==> config.mk <==
export PLATFORM = sky130hd
export DESIGN_NAME = if_id_skid_stage
export DESIGN_NICKNAME = d
export VERILOG_FILES = /design/src/rtl/pipe_pkg.sv /design/src/rtl/sat_counter.sv /design/src/rtl/if_id_skid_stage.sv
export SDC_FILE = /design/constraint.sdc
export NUM_CORES = 1
export LEC_CHECK = 0
export ABC_CLOCK_PERIOD_IN_PS = 5300
export BUFFER_PORTS_ARGS = -buffer_cell sky130_fd_sc_hd__clkbuf_2
export CORE_MARGIN = 2
export CORE_UTILIZATION = 58
export DETAILED_ROUTE_END_ITERATION = 12
export PLACE_DENSITY = 0.86
export REMOVE_ABC_BUFFERS = 1
export SETUP_SLACK_MARGIN = 0.1
export SYNTH_ARGS = -nofsm -noshare
export SYNTH_HDL_FRONTEND = slang
export SYNTH_SLANG_ARGS = --single-unit
==> constraint.sdc <==
create_clock -name clk -period 5.3 [get_ports clk]
set_input_delay 0.795 -clock clk [delete_from_list [all_inputs] [get_ports clk]]
set_output_delay 0.795 -clock clk [all_outputs]
set_load 0.02 [all_outputs]
==> src/rtl/pipe_pkg.sv <==
// Shared definitions for the IF/ID pipeline stage: the occupancy state encoding
// and the MIPS instruction field bit positions.
package pipe_pkg;

  typedef enum logic [1:0] {
    ST_EMPTY = 2'd0,
    ST_FULL  = 2'd1,
    ST_SKID  = 2'd2
  } state_t;

  localparam int INSTR_W  = 32;
  localparam int OPCODE_HI = 31;
  localparam int OPCODE_LO = 26;
  localparam int RS_HI     = 25;
  localparam int RS_LO     = 21;
  localparam int RT_HI     = 20;
  localparam int RT_LO     = 16;
  localparam int RD_HI     = 15;
  localparam int RD_LO     = 11;
  localparam int SHAMT_HI  = 10;
  localparam int SHAMT_LO  = 6;
  localparam int FUNCT_HI  = 5;
  localparam int FUNCT_LO  = 0;
  localparam int IMM_HI    = 15;
  localparam int IMM_LO    = 0;

endpackage

==> src/rtl/sat_counter.sv <==
// Up-counter that sticks at its all-ones value instead of wrapping.
module sat_counter #(
  parameter int W = 16
) (
  input  logic         clk,
  input  logic         reset,
  input  logic         i_inc,
  output logic [W-1:0] o_count
);

  logic [W-1:0] r_count;

  // count register, held once saturated
  always_ff @(posedge clk) begin
    if (reset) begin
      r_count <= '0;
    end else if (i_inc && (r_count != {W{1'b1}})) begin
      r_count <= r_count + {{(W-1){1'b0}}, 1'b1};
    end else begin
      r_count <= r_count;
    end
  end

  assign o_count = r_count;

endmodule

==> src/rtl/if_id_skid_stage.sv <==
// IF/ID pipeline register with optional 2-entry skid buffer, MIPS field decode
// of the head entry and saturating stall/flush performance counters.
module if_id_skid_stage
  import pipe_pkg::*;
#(
  parameter int PC_W    = 32,
  parameter bit SKID_EN = 1'b1,
  parameter int CNT_W   = 16
) (
  input  logic                clk,
  input  logic                reset,
  input  logic                in_valid,
  output logic                in_ready,
  input  logic [PC_W-1:0]     in_pc_plus_4,
  input  logic [INSTR_W-1:0]  in_instruction,
  input  logic                flush,
  output logic                out_valid,
  input  logic                out_ready,
  output logic [PC_W-1:0]     out_pc_plus_4,
  output logic [5:0]          out_opcode,
  output logic [4:0]          out_rs,
  output logic [4:0]          out_rt,
  output logic [4:0]          out_rd,
  output logic [4:0]          out_shamt,
  output logic [5:0]          out_funct,
  output logic [15:0]         out_imm16,
  output logic [CNT_W-1:0]    stall_count,
  output logic [CNT_W-1:0]    flush_count
);

  state_t               r_state;
  state_t               w_state_nxt;
  logic [PC_W-1:0]      r_main_pc;
  logic [PC_W-1:0]      r_skid_pc;
  logic [PC_W-1:0]      w_main_pc_nxt;
  logic [PC_W-1:0]      w_skid_pc_nxt;
  logic [INSTR_W-1:0]   r_main_ins;
  logic [INSTR_W-1:0]   r_skid_ins;
  logic [INSTR_W-1:0]   w_main_ins_nxt;
  logic [INSTR_W-1:0]   w_skid_ins_nxt;
  logic [INSTR_W-1:0]   w_head_ins;
  logic                 r_in_ready;
  logic                 w_in_ready;
  logic                 w_out_valid;
  logic                 w_in_fire;
  logic                 w_out_fire;
  logic                 w_stall_inc;
  logic                 w_flush_inc;

  assign w_out_valid = (r_state != ST_EMPTY);
  // Without the skid entry, ready must look through to the consumer to keep full rate.
  assign w_in_ready  = SKID_EN ? r_in_ready : (out_ready | ~w_out_valid);
  assign w_in_fire   = in_valid & w_in_ready;
  assign w_out_fire  = w_out_valid & out_ready;

  // next-state and payload selection; flush overrides every transition
  always_comb begin
    w_state_nxt    = r_state;
    w_main_pc_nxt  = r_main_pc;
    w_main_ins_nxt = r_main_ins;
    w_skid_pc_nxt  = r_skid_pc;
    w_skid_ins_nxt = r_skid_ins;
    if (flush) begin
      w_state_nxt    = ST_EMPTY;
      w_main_pc_nxt  = '0;
      w_main_ins_nxt = '0;
      w_skid_pc_nxt  = '0;
      w_skid_ins_nxt = '0;
    end else begin
      case (r_state)
        ST_EMPTY: begin
          if (w_in_fire) begin
            w_state_nxt    = ST_FULL;
            w_main_pc_nxt  = in_pc_plus_4;
            w_main_ins_nxt = in_instruction;
          end else begin
            w_state_nxt = ST_EMPTY;
          end
        end
        ST_FULL: begin
          if (w_in_fire && w_out_fire) begin
            w_main_pc_nxt  = in_pc_plus_4;
            w_main_ins_nxt = in_instruction;
          end else if (w_in_fire && SKID_EN) begin
            w_state_nxt    = ST_SKID;
            w_skid_pc_nxt  = in_pc_plus_4;
            w_skid_ins_nxt = in_instruction;
          end else if (w_out_fire) begin
            w_state_nxt = ST_EMPTY;
          end else begin
            w_state_nxt = ST_FULL;
          end
        end
        ST_SKID: begin
          if (w_out_fire) begin
            w_state_nxt    = ST_FULL;
            w_main_pc_nxt  = r_skid_pc;
            w_main_ins_nxt = r_skid_ins;
            w_skid_pc_nxt  = '0;
            w_skid_ins_nxt = '0;
          end else begin
            w_state_nxt = ST_SKID;
          end
        end
        default: begin
          w_state_nxt    = ST_EMPTY;
          w_main_pc_nxt  = '0;
          w_main_ins_nxt = '0;
          w_skid_pc_nxt  = '0;
          w_skid_ins_nxt = '0;
        end
      endcase
    end
  end

  // state, payload and registered ready
  always_ff @(posedge clk) begin
    if (reset) begin
      r_state    <= ST_EMPTY;
      r_main_pc  <= '0;
      r_main_ins <= '0;
      r_skid_pc  <= '0;
      r_skid_ins <= '0;
      r_in_ready <= 1'b1;
    end else begin
      r_state    <= w_state_nxt;
      r_main_pc  <= w_main_pc_nxt;
      r_main_ins <= w_main_ins_nxt;
      r_skid_pc  <= w_skid_pc_nxt;
      r_skid_ins <= w_skid_ins_nxt;
      r_in_ready <= (w_state_nxt != ST_SKID);
    end
  end

  // Bubbles present as all-zero payload so ID sees a NOP.
  assign w_head_ins    = w_out_valid ? r_main_ins : '0;
  assign out_pc_plus_4 = w_out_valid ? r_main_pc : '0;
  assign out_opcode    = w_head_ins[OPCODE_HI:OPCODE_LO];
  assign out_rs        = w_head_ins[RS_HI:RS_LO];
  assign out_rt        = w_head_ins[RT_HI:RT_LO];
  assign out_rd        = w_head_ins[RD_HI:RD_LO];
  assign out_shamt     = w_head_ins[SHAMT_HI:SHAMT_LO];
  assign out_funct     = w_head_ins[FUNCT_HI:FUNCT_LO];
  assign out_imm16     = w_head_ins[IMM_HI:IMM_LO];
  assign out_valid     = w_out_valid;
  assign in_ready      = w_in_ready;

  // A flush only counts if something valid is lost; a head consumed that cycle is not lost.
  assign w_stall_inc = w_out_valid & ~out_ready;
  assign w_flush_inc = flush & (in_valid | (r_state == ST_SKID) | (w_out_valid & ~out_ready));

  sat_counter #(.W(CNT_W)) u_stall_cnt (
    .clk     (clk),
    .reset   (reset),
    .i_inc   (w_stall_inc),
    .o_count (stall_count)
  );

  sat_counter #(.W(CNT_W)) u_flush_cnt (
    .clk     (clk),
    .reset   (reset),
    .i_inc   (w_flush_inc),
    .o_count (flush_count)
  );

endmodule

# Yosys cells after proc, flatten, opt, wreduce, memory -nomap -nowiden

Cells that the tools add are included.

Bits of input ports: 69
Word-level logic and storage cells: 58
Register bits after elaboration: 163
Output and inout port bits: 114

Muxes and demuxes: 22
Bitwise operators: 8
Eq/ne operators: 10
Reduce and logical (&&, ||, !) cells: 8
Add/sub/neg operators: 2

Operator list:

| kind                  | count |
|---|---|
| $pmux 32 s3           | 4 |
| $mux 32               | 11 |
| $add 16x1->16 const B | 2 |
| $ne 16x16->1 const B  | 2 |
| $ne 2x2->1 const B    | 6 |
| $mux 2                | 4 |
| $pmux 2 s3            | 1 |
| $and 1x1->1           | 4 |
| $reduce_and 4->1      | 1 |
| $logic_and 1x1->1     | 3 |
| $reduce_and 3->1      | 1 |
| $eq 2x1->1 const B    | 1 |
| $eq 2x2->1 const B    | 1 |
| $logic_not 2->1       | 1 |
| $mux 1                | 2 |
| $not 1->1             | 2 |
| $or 1x1->1            | 2 |
| $reduce_bool 2->1     | 1 |
| $reduce_or 2->1       | 1 |

# Logic depth before layout (Yosys ltp)

Gate-level depths: netlist (run 1).

Word-level depth: 8
Depth in mapped cells: 8
Gate-level depth less buffers: 6

# Cells and area by module

Synthesis (run 1) repeated with hierarchy kept, for this count alone.

Cells, all modules: 959
Area, all modules: 7968.9 µm²

By module, submodules not included:

| module           | instances | area an instance (µm²) | sequential area each (µm²) | cells an instance |
|---|---|---|---|---|
| if_id_skid_stage | 1         | 6272.3                 | 2622.5                     | 761 |
| sat_counter      | 2         | 848.3                  | 320.3                      | 99 |

# Least setup slack after synthesis (run 1)

OpenSTA, ideal clock, no wires.

Path kind: reg-to-output
Start point: reg r_state[0]
End point: out out_imm16[3]
Stages on the path, launching flop included: 7
Slack: 3.012 ns
Arrival: 1.493 ns
Path through: dfxtp_1 -> buf_2 -> or2_2 -> clkbuf_1 -> clkbuf_1 -> and2_1 -> buf_4

Longest elaborated chain between the ends: 2

RTL lines:

| what                     | line                    | source |
|---|---|---|
| start: declaration       | if_id_skid_stage.sv:31  | `state_t r_state;` |
| start signal: assignment | if_id_skid_stage.sv:126 | `r_state <= w_state_nxt;` |
| $reduce_bool 2->1        | if_id_skid_stage.sv:50  | `assign w_out_valid = (r_state != ST_EMPTY);` |
| $mux 32                  | if_id_skid_stage.sv:136 | `assign w_head_ins = w_out_valid ? r_main_ins : '0;` |
| end: declaration         | if_id_skid_stage.sv:26  | `output logic [15:0] out_imm16,` |

No other way between the ends.

# Worst setup path after layout (run 1)

Start point: reg r_state[0]
End point: out out_pc_plus_4[26]

Longest elaborated chain between the ends: 2

RTL lines:

| what              | line                    | source |
|---|---|---|
| $reduce_bool 2->1 | if_id_skid_stage.sv:50  |  |
| $mux 32           | if_id_skid_stage.sv:137 | `assign out_pc_plus_4 = w_out_valid ? r_main_pc : '0;` |
| end: declaration  | if_id_skid_stage.sv:19  | `output logic [PC_W-1:0] out_pc_plus_4,` |

No other way between the ends.

==> summary.txt, run 1 <==
Synth
  – Avg Synthesized Cell Area: 8.00 sq um
  – Most frequent cells after synthesis: sky130_fd_sc_hd__dfxtp_1, sky130_fd_sc_hd__nor2_1, sky130_fd_sc_hd__nand2_1
  – Post-Synthesis Cells: 929
  – Fraction of post-synthesis cell area in the top cell type by area: 43.9%
  – Fraction of synthesis flops using an asynchronous set or reset pin: 0%
  – Post-synthesis cell type count: approximately 50
  – FF+latch count, synth: 163
  – Leading cell types by total area after synthesis: sky130_fd_sc_hd__dfxtp_1, sky130_fd_sc_hd__nor2_1, sky130_fd_sc_hd__o221ai_1
  – EDFF count, synth: 0
  – Syn. warnings: 0
  – Post-synthesis cell area: 7430 sq um
  – Cell with the most instances after synthesis: sky130_fd_sc_hd__dfxtp_1
  – Fraction of the yosys area taken by sequential cells: 43.9%
  – Post-synth top flop: sky130_fd_sc_hd__dfxtp_1
  – Most area-hungry cell type in the Yosys netlist: sky130_fd_sc_hd__dfxtp_1

Power
  – Maximum VDD drop: roughly 210 uV
  – Total Power: between 2 and 3 mW
  – Leakage power summed over all cells: 3.68 nW
  – Cell area power density: around 310 nW/um^2

Placed design
  – Placement-stage cell area: 8240 sq um
  – Count of port buffers added during placement: 182
  – Estimated wirelength of the detail-placed design: approximately 11000 microns
  – Last weighted congestion value of the routability-driven placer: 0.811
  – Post-Place Setup Slack: 2.17 ns

Floorplanning
  – Effective utilization at floorplan: 59.1%
  – Die Ht: 117 microns
  – # IOs: approximately 180
  – Die footprint: 13700 sq um
  – Floorplan core area: between 10000 and 15000 sq um
  – Std-Cell Rows: 41
  – Die span in x: 117 microns

Setup path
  – Capture point of the critical path: out_pc_plus_4[26]
  – Largest fanout on the critical path: 67
  – Critical path launch point type: flop
  – Path depth of the worst reg2reg path: 5
  – R2r endpoint: u_flush_cnt.o_count[14]
  – Register-to-register path setup slack: around 2.2 ns
  – Critical register-to-register path startpoint: r_state[0]
  – Category of the most critical setup path: flop to output pin
  – Crit. Startpoint: r_state[0]
  – Crit end category: output pin
  – Worst endpoint data arrival time: 2.63 ns
  – Worst path required time: 4.51 ns

Timing
  – Setup violations, final: 0
  – Max frequency: 292 MHz
  – Final count of hold timing violations: 0
  – Final worst hold slack: 0.492 ns
  – Least setup slack across all paths after layout: 1.87 ns
  – Unrepaired setup endpoints after global routing: false
  – Total count of max-transition violations in the final report: 0
  – Relative max-transition margin: a little under a quarter
  – Actual slew at the worst max-slew pin: around 1.1 ns
  – Final worst path period share: 64.7%
  – Worst-case clock skew: 0.00748 ns
  – Tmin final: ~3.4 ns

GRT
  – Total global-route track usage: roughly a quarter
  – GR peak layer: met2
  – Via count of the first global-routing pass: 6031
  – Overflow left after global routing: 0
  – Met3 Usage GRT: between 5 and 6%
  – Global-route met1 utilization: 34.4%
  – M2 GR Usage: 41.3%
  – Wire length of the first global-routing pass: ~29000 microns
  – Largest net degree at the start of global routing: between 100 and 150
  – Initial antenna violation count: 0

Routing
  – Antenna-violating nets left: 0
  – DR WL/cell: 14.6 microns
  – Final WL: 18000 microns
  – Number of design-rule violations left by the first detailed-router iteration: about 620
  – Post-detailed-route DRC marker count: 0
  – Number of vias per cell: 5.67
  – DR vias: 6973
  – Detailed-routing iteration count for the pre-antenna-repair pass: 4

Finish
  – Nets@finish: 1115
  – Syn-to-layout area delta: 19.4%
  – Number of inserted filler cells in the final layout: 1004
  – Layout Cell Area excl Fill: 8870 sq um
  – Share of final-layout standard cells stronger than drive strength 1: 21.9%
  – Fin util: 70.6%
  – Antenna cell count: 0

Clock network
  – CTS hold repair buffers: 0
  – Clock tree from TritonCTS: built
  – Clock H-tree levels: 4
  – Cts bufs inserted: 17
  – Clock latency reported for the late side of the worst-skew pair: 0.42 ns
  – Num Clock Sinks: 163
  – Clock transition at the registers of the reported paths: 0.06 ns
  – Clock Root Buffer: sky130_fd_sc_hd__clkbuf_16
  – Post-CTS setup buffers: 0
  – Post_cts resized: 0
  – Max Root-Sink Buffers: 2

Status
  – Status: finished, final reports clean

Job
  – Count of max-cap constraint violations: 0

Hold path
  – Class of the tightest hold or removal check: flop to flop
  – Hold Crit Depth: 2
[state kept, by name (all words and copies together), names as in the netlist]
register,count
r_skid_ins,32
r_state,2
in_ready,1
r_main_pc,32
r_main_ins,32
u_stall_cnt.o_count,16
u_flush_cnt.o_count,16
r_skid_pc,32
[worst max-delay path, cell delays in order, from the launching register on]
cell	delay, ns
sky130_fd_sc_hd__dfxtp_2	0.74
sky130_fd_sc_hd__or2_2	0.98
sky130_fd_sc_hd__and2_1	0.28
sky130_fd_sc_hd__clkbuf_2	0.18
[cells by family after synthesis]
family,after synthesis,synth area share [%]
buffers and inverters,161,9.08
AOI/OAI and AO/OA,223,21.1
xor gates and xnor gates,17,2.00
and+or+nand+nor,357,22.7
DFF,163,43.9
adders and majority gates,2,0.337
muxes,6,0.876
[power breakdown]
part / switching (mW) / total [mW] / leakage (nW) / internal (mW)
Sequential: 0.0184 / 1.27 / 1.32 / 1.25
Clock: 0.478 / 1.30 / 0.307 / 0.818
Combinational: 0.143 / 0.223 / 2.05 / 0.0802
Total: 0.639 / 2.79 / 3.68 / 2.15
[placed cells by master, fill, tap and decap left out, types with 7 or more instances in the layout]
cell type,Yosys,layout
sky130_fd_sc_hd__nand3_1,8,8
sky130_fd_sc_hd__xor2_1,7,7
sky130_fd_sc_hd__clkbuf_2,0,182
sky130_fd_sc_hd__inv_1,68,68
sky130_fd_sc_hd__dfxtp_1,163,161
sky130_fd_sc_hd__o221ai_1,64,64
sky130_fd_sc_hd__o21ai_1,22,22
sky130_fd_sc_hd__a22oi_1,64,64
sky130_fd_sc_hd__xnor2_1,10,10
sky130_fd_sc_hd__clkbuf_16,0,18
sky130_fd_sc_hd__and2_1,65,64
sky130_fd_sc_hd__nand4_1,12,12
sky130_fd_sc_hd__nand2_1,76,76
sky130_fd_sc_hd__o21ai_0,49,49
sky130_fd_sc_hd__nor2_1,160,160
sky130_fd_sc_hd__a21oi_1,11,11
[cell type report]
cell class	count	area [sq um]	area share, %
Multi-Input combinational cell	605	3520	39.7
Sequential cell	163	3270	36.8
Timing Repair Buffer	189	976	11.0
Clock buffer	24	513	5.78
Inverter	68	255	2.88
Tap cell	172	215	2.43
Clock inverter	8	120	1.35
[through the flow]
stage               instances  TNS, ns
finish                   1229        0
detailed placement       1197        0
global placement         1197        0
floorplan                 836  -256.97
CTS                      1229        0
global route             1229        0
[worst min-delay path by stage]
| stage | end | start | slack (ns) |
|---|---|---|---|
| after global placement | r_main_ins[15] | r_main_ins[15] | 0.47 |
| after detailed placement | r_main_ins[13] | r_main_ins[13] | 0.48 |
| after CTS | r_main_ins[13] | r_main_ins[13] | 0.49 |
| final | r_main_ins[10] | r_main_ins[10] | 0.49 |
| after global routing | r_main_pc[15] | r_main_pc[15] | 0.52 |
| after floorplan | r_main_ins[10] | r_main_ins[10] | 0.46 |
[per-layer routing]
| metal | part of all wire [%] | vias up |
|---|---|---|
| met5 | 0 | - |
| li1 | - | 3404 |
| met1 | 45 | 3305 |
| met3 | 6.1 | 25 |
| met4 | 1.6 | 0 |
| met2 | 47 | 239 |
No activity file was read; power rests on OpenSTA's default activity.
==> run 2, diff against run 1 <==
Settings changed: ABC_CLOCK_PERIOD_IN_PS 5300 to 3500, CORE_UTILIZATION 58 to 54, PLACE_DENSITY 0.86 to 0.81.
Clock period 5.3 ns to 3.5 ns, I/O delays scaled along.
==> summary.txt, run 2 (synthesized netlist as in run 1, its figures left out) <==
Timing
  – Relative max-transition margin: 50.3% (+27 points)
  – Worst-case clock skew: 0.00768 ns (+0.000196 ns)
  – Unrepaired setup endpoints after global routing: false
  – Final count of hold timing violations: 0 (unchanged)
  – Actual slew at the worst max-slew pin: 0.739 ns (-0.408 ns)
  – Tmin final: 2.57 ns
  – Total count of max-transition violations in the final report: 0 (unchanged)
  – Final worst path period share: 73.4%
  – Setup violations, final: 0 (unchanged)
  – Final worst hold slack: 0.353 ns (-0.139 ns)
  – Max frequency: between 300 and 400 MHz

Routing
  – DR vias: 6902 (-1.0%)
  – Detailed-routing iteration count for the pre-antenna-repair pass: 6 (+2)
  – Number of design-rule violations left by the first detailed-router iteration: 640 (+3.7%)
  – DR WL/cell: 14.5 microns (-0.87%)
  – Number of vias per cell: 5.59 (-1.5%)
  – Post-detailed-route DRC marker count: 0 (unchanged)
  – Antenna-violating nets left: 0 (unchanged)
  – Final WL: 17900 microns (-0.39%)

Clock network
  – Clock tree from TritonCTS: built
  – Post_cts resized: 0 (unchanged)
  – CTS hold repair buffers: 0 (unchanged)
  – Clock H-tree levels: 4 (unchanged)
  – Cts bufs inserted: 17 (unchanged)
  – Max Root-Sink Buffers: 2 (unchanged)
  – Clock transition at the registers of the reported paths: 0.06 ns (about the same)
  – Clock latency reported for the late side of the worst-skew pair: 0.43 ns (about the same)
  – Clock Root Buffer: sky130_fd_sc_hd__clkbuf_16
  – Num Clock Sinks: 163 (unchanged)
  – Post-CTS setup buffers: 0 (unchanged)

Floorplanning
  – Die span in x: 121 microns (+3.5%)
  – Die Ht: 121 microns (+3.5%)
  – Die footprint: 14700 sq um (+7.1%)
  – Effective utilization at floorplan: 55.7% (-3.5 points)
  – # IOs: 183 (unchanged)
  – Std-Cell Rows: 42 (+2.4%)
  – Floorplan core area: 13300 sq um (+6.2%)

Status
  – Status: finished, final reports clean

Setup path
  – Critical path launch point type: flop
  – Path depth of the worst reg2reg path: 7 (+2)
  – Critical path's largest stage delay: 0.41 ns (-0.57 ns)
  – Crit end category: output pin
  – Cell-by-cell listing of the critical path: or2_2 > buf_4 > and2_1 > clkbuf_2
  – Critical-path cell with the highest stage delay: sky130_fd_sc_hd__buf_4
  – Worst endpoint data arrival time: 2.05 ns (-0.58 ns)
  – Largest fanout on the critical path: 49 (-27%)
  – Category of the most critical setup path: flop to output pin
  – Worst path required time: 2.97 ns (-1.54 ns)

Hold path
  – Class of the tightest hold or removal check: input port to flop
  – Hold Crit Depth: 3 (+1)

GRT
  – Largest net degree at the start of global routing: 77 (-29%)
  – Overflow left after global routing: 0 (unchanged)
  – Initial antenna violation count: 0 (unchanged)
  – Via count of the first global-routing pass: 6101 (+1.2%)
  – Wire length of the first global-routing pass: 29500 microns (+3.3%)
  – Total global-route track usage: 24.9% (-0.90 points)

Finish
  – Most common cell after layout, fill and taps aside: sky130_fd_sc_hd__clkbuf_2
  – Nets@finish: 1118 (+0.27%)
  – Share of final-layout standard cells stronger than drive strength 1: 21.8% (-0.14 points)
  – Layout Cell Area excl Fill: 8830 sq um (-0.49%)
  – Fin util: 66.1% (-4.4 points)
  – Antenna cell count: 0 (unchanged)
  – Most frequent cells in the layout: sky130_fd_sc_hd__clkbuf_2, sky130_fd_sc_hd__dfxtp_1, sky130_fd_sc_hd__nor2_1
  – Syn-to-layout area delta: 18.8%
  – Number of inserted filler cells in the final layout: 1157 (+15%)

Placed design
  – Placement-stage cell area: 8280 sq um (+0.49%)
  – Count of port buffers added during placement: 182 (unchanged)
  – Last weighted congestion value of the routability-driven placer: 0.822 (+1.3%)
  – Estimated wirelength of the detail-placed design: 11200 microns (+1.4%)

Power
  – Total Power: 4.01 mW (+44%)
  – Cell area power density: 455 nW/um^2 (+45%)
  – Maximum VDD drop: 298 uV (+41%)
  – Leakage power summed over all cells: 3.67 nW (-0.37%)

Job
  – Count of max-cap constraint violations: 0 (unchanged)
run 2: cell count changes in the layout (fill, tap and decap cells not counted), moves of 2 or more:
| cell | previous run | this run |
|---|---|---|
| sky130_fd_sc_hd__bufinv_16 | 3 | 1 |
| sky130_fd_sc_hd__buf_4 | 6 | 8 |
| sky130_fd_sc_hd__clkbuf_1 | 2 | 5 |
| sky130_fd_sc_hd__clkinvlp_4 | 2 | 0 |
run 2: per-layer routing:
| metal | vias to the layer above | global-route usage (%) | share of wire (%) |
|---|---|---|---|
| li1 | 3403 | - | - |
| met1 | 3258 | 33.4 | 46 |
| met2 | 220 | 39.7 | 47 |
| met4 | 0 | 7.90 | 1.4 |
| met5 | - | 0 | 0 |
| met3 | 21 | 5.69 | 6.1 |
run 2: critical path, delay by kind of cell (launching register included):
family | cells | cell delay [ns]
buf+inv | 2 | 0.59
flops | 1 | 0.40
simple gates | 2 | 0.61
run 2: power breakdown:
| group | switching (mW) | leakage [nW] | internal, mW |
|---|---|---|---|
| Clock | 0.699 | 0.274 | 1.05 |
| Sequential | 0.0260 | 1.32 | 1.90 |
| Combinational | 0.221 | 2.07 | 0.123 |
run 2: through the flow:
step | TNS [ns] | worst slack, ns | std cells
global route | 0 | 0.757 | 1235
finish | 0 | 0.929 | 1235
global placement | 0 | 1.26 | 1204
detailed placement | 0 | 1.22 | 1204
CTS | 0 | 0.896 | 1235
floorplan | -555.16 | -5.63 | 836
run 2: final timing paths:
kind                                 startpoint              to  slack (ns)
worst max-delay path                 r_state[0]   out_imm16[14]        0.93
worst min-delay path            in_pc_plus_4[1]    r_skid_pc[1]        0.35
worst max register to register       r_state[1]  r_main_ins[10]        1.18
worst min register to register     r_main_pc[0]    r_main_pc[0]        0.49
run 2: area by class of cell:
class	instances	area [sq um]	share of cell area, %
Tap cell	176	220	2.50
Inverter	68	255	2.89
Clock buffer	26	499	5.66
Clock inverter	5	50.0	0.567
Timing Repair Buffer	192	1010	11.5
Multi-Input combinational cell	605	3520	39.9
Sequential cell	163	3270	37.0
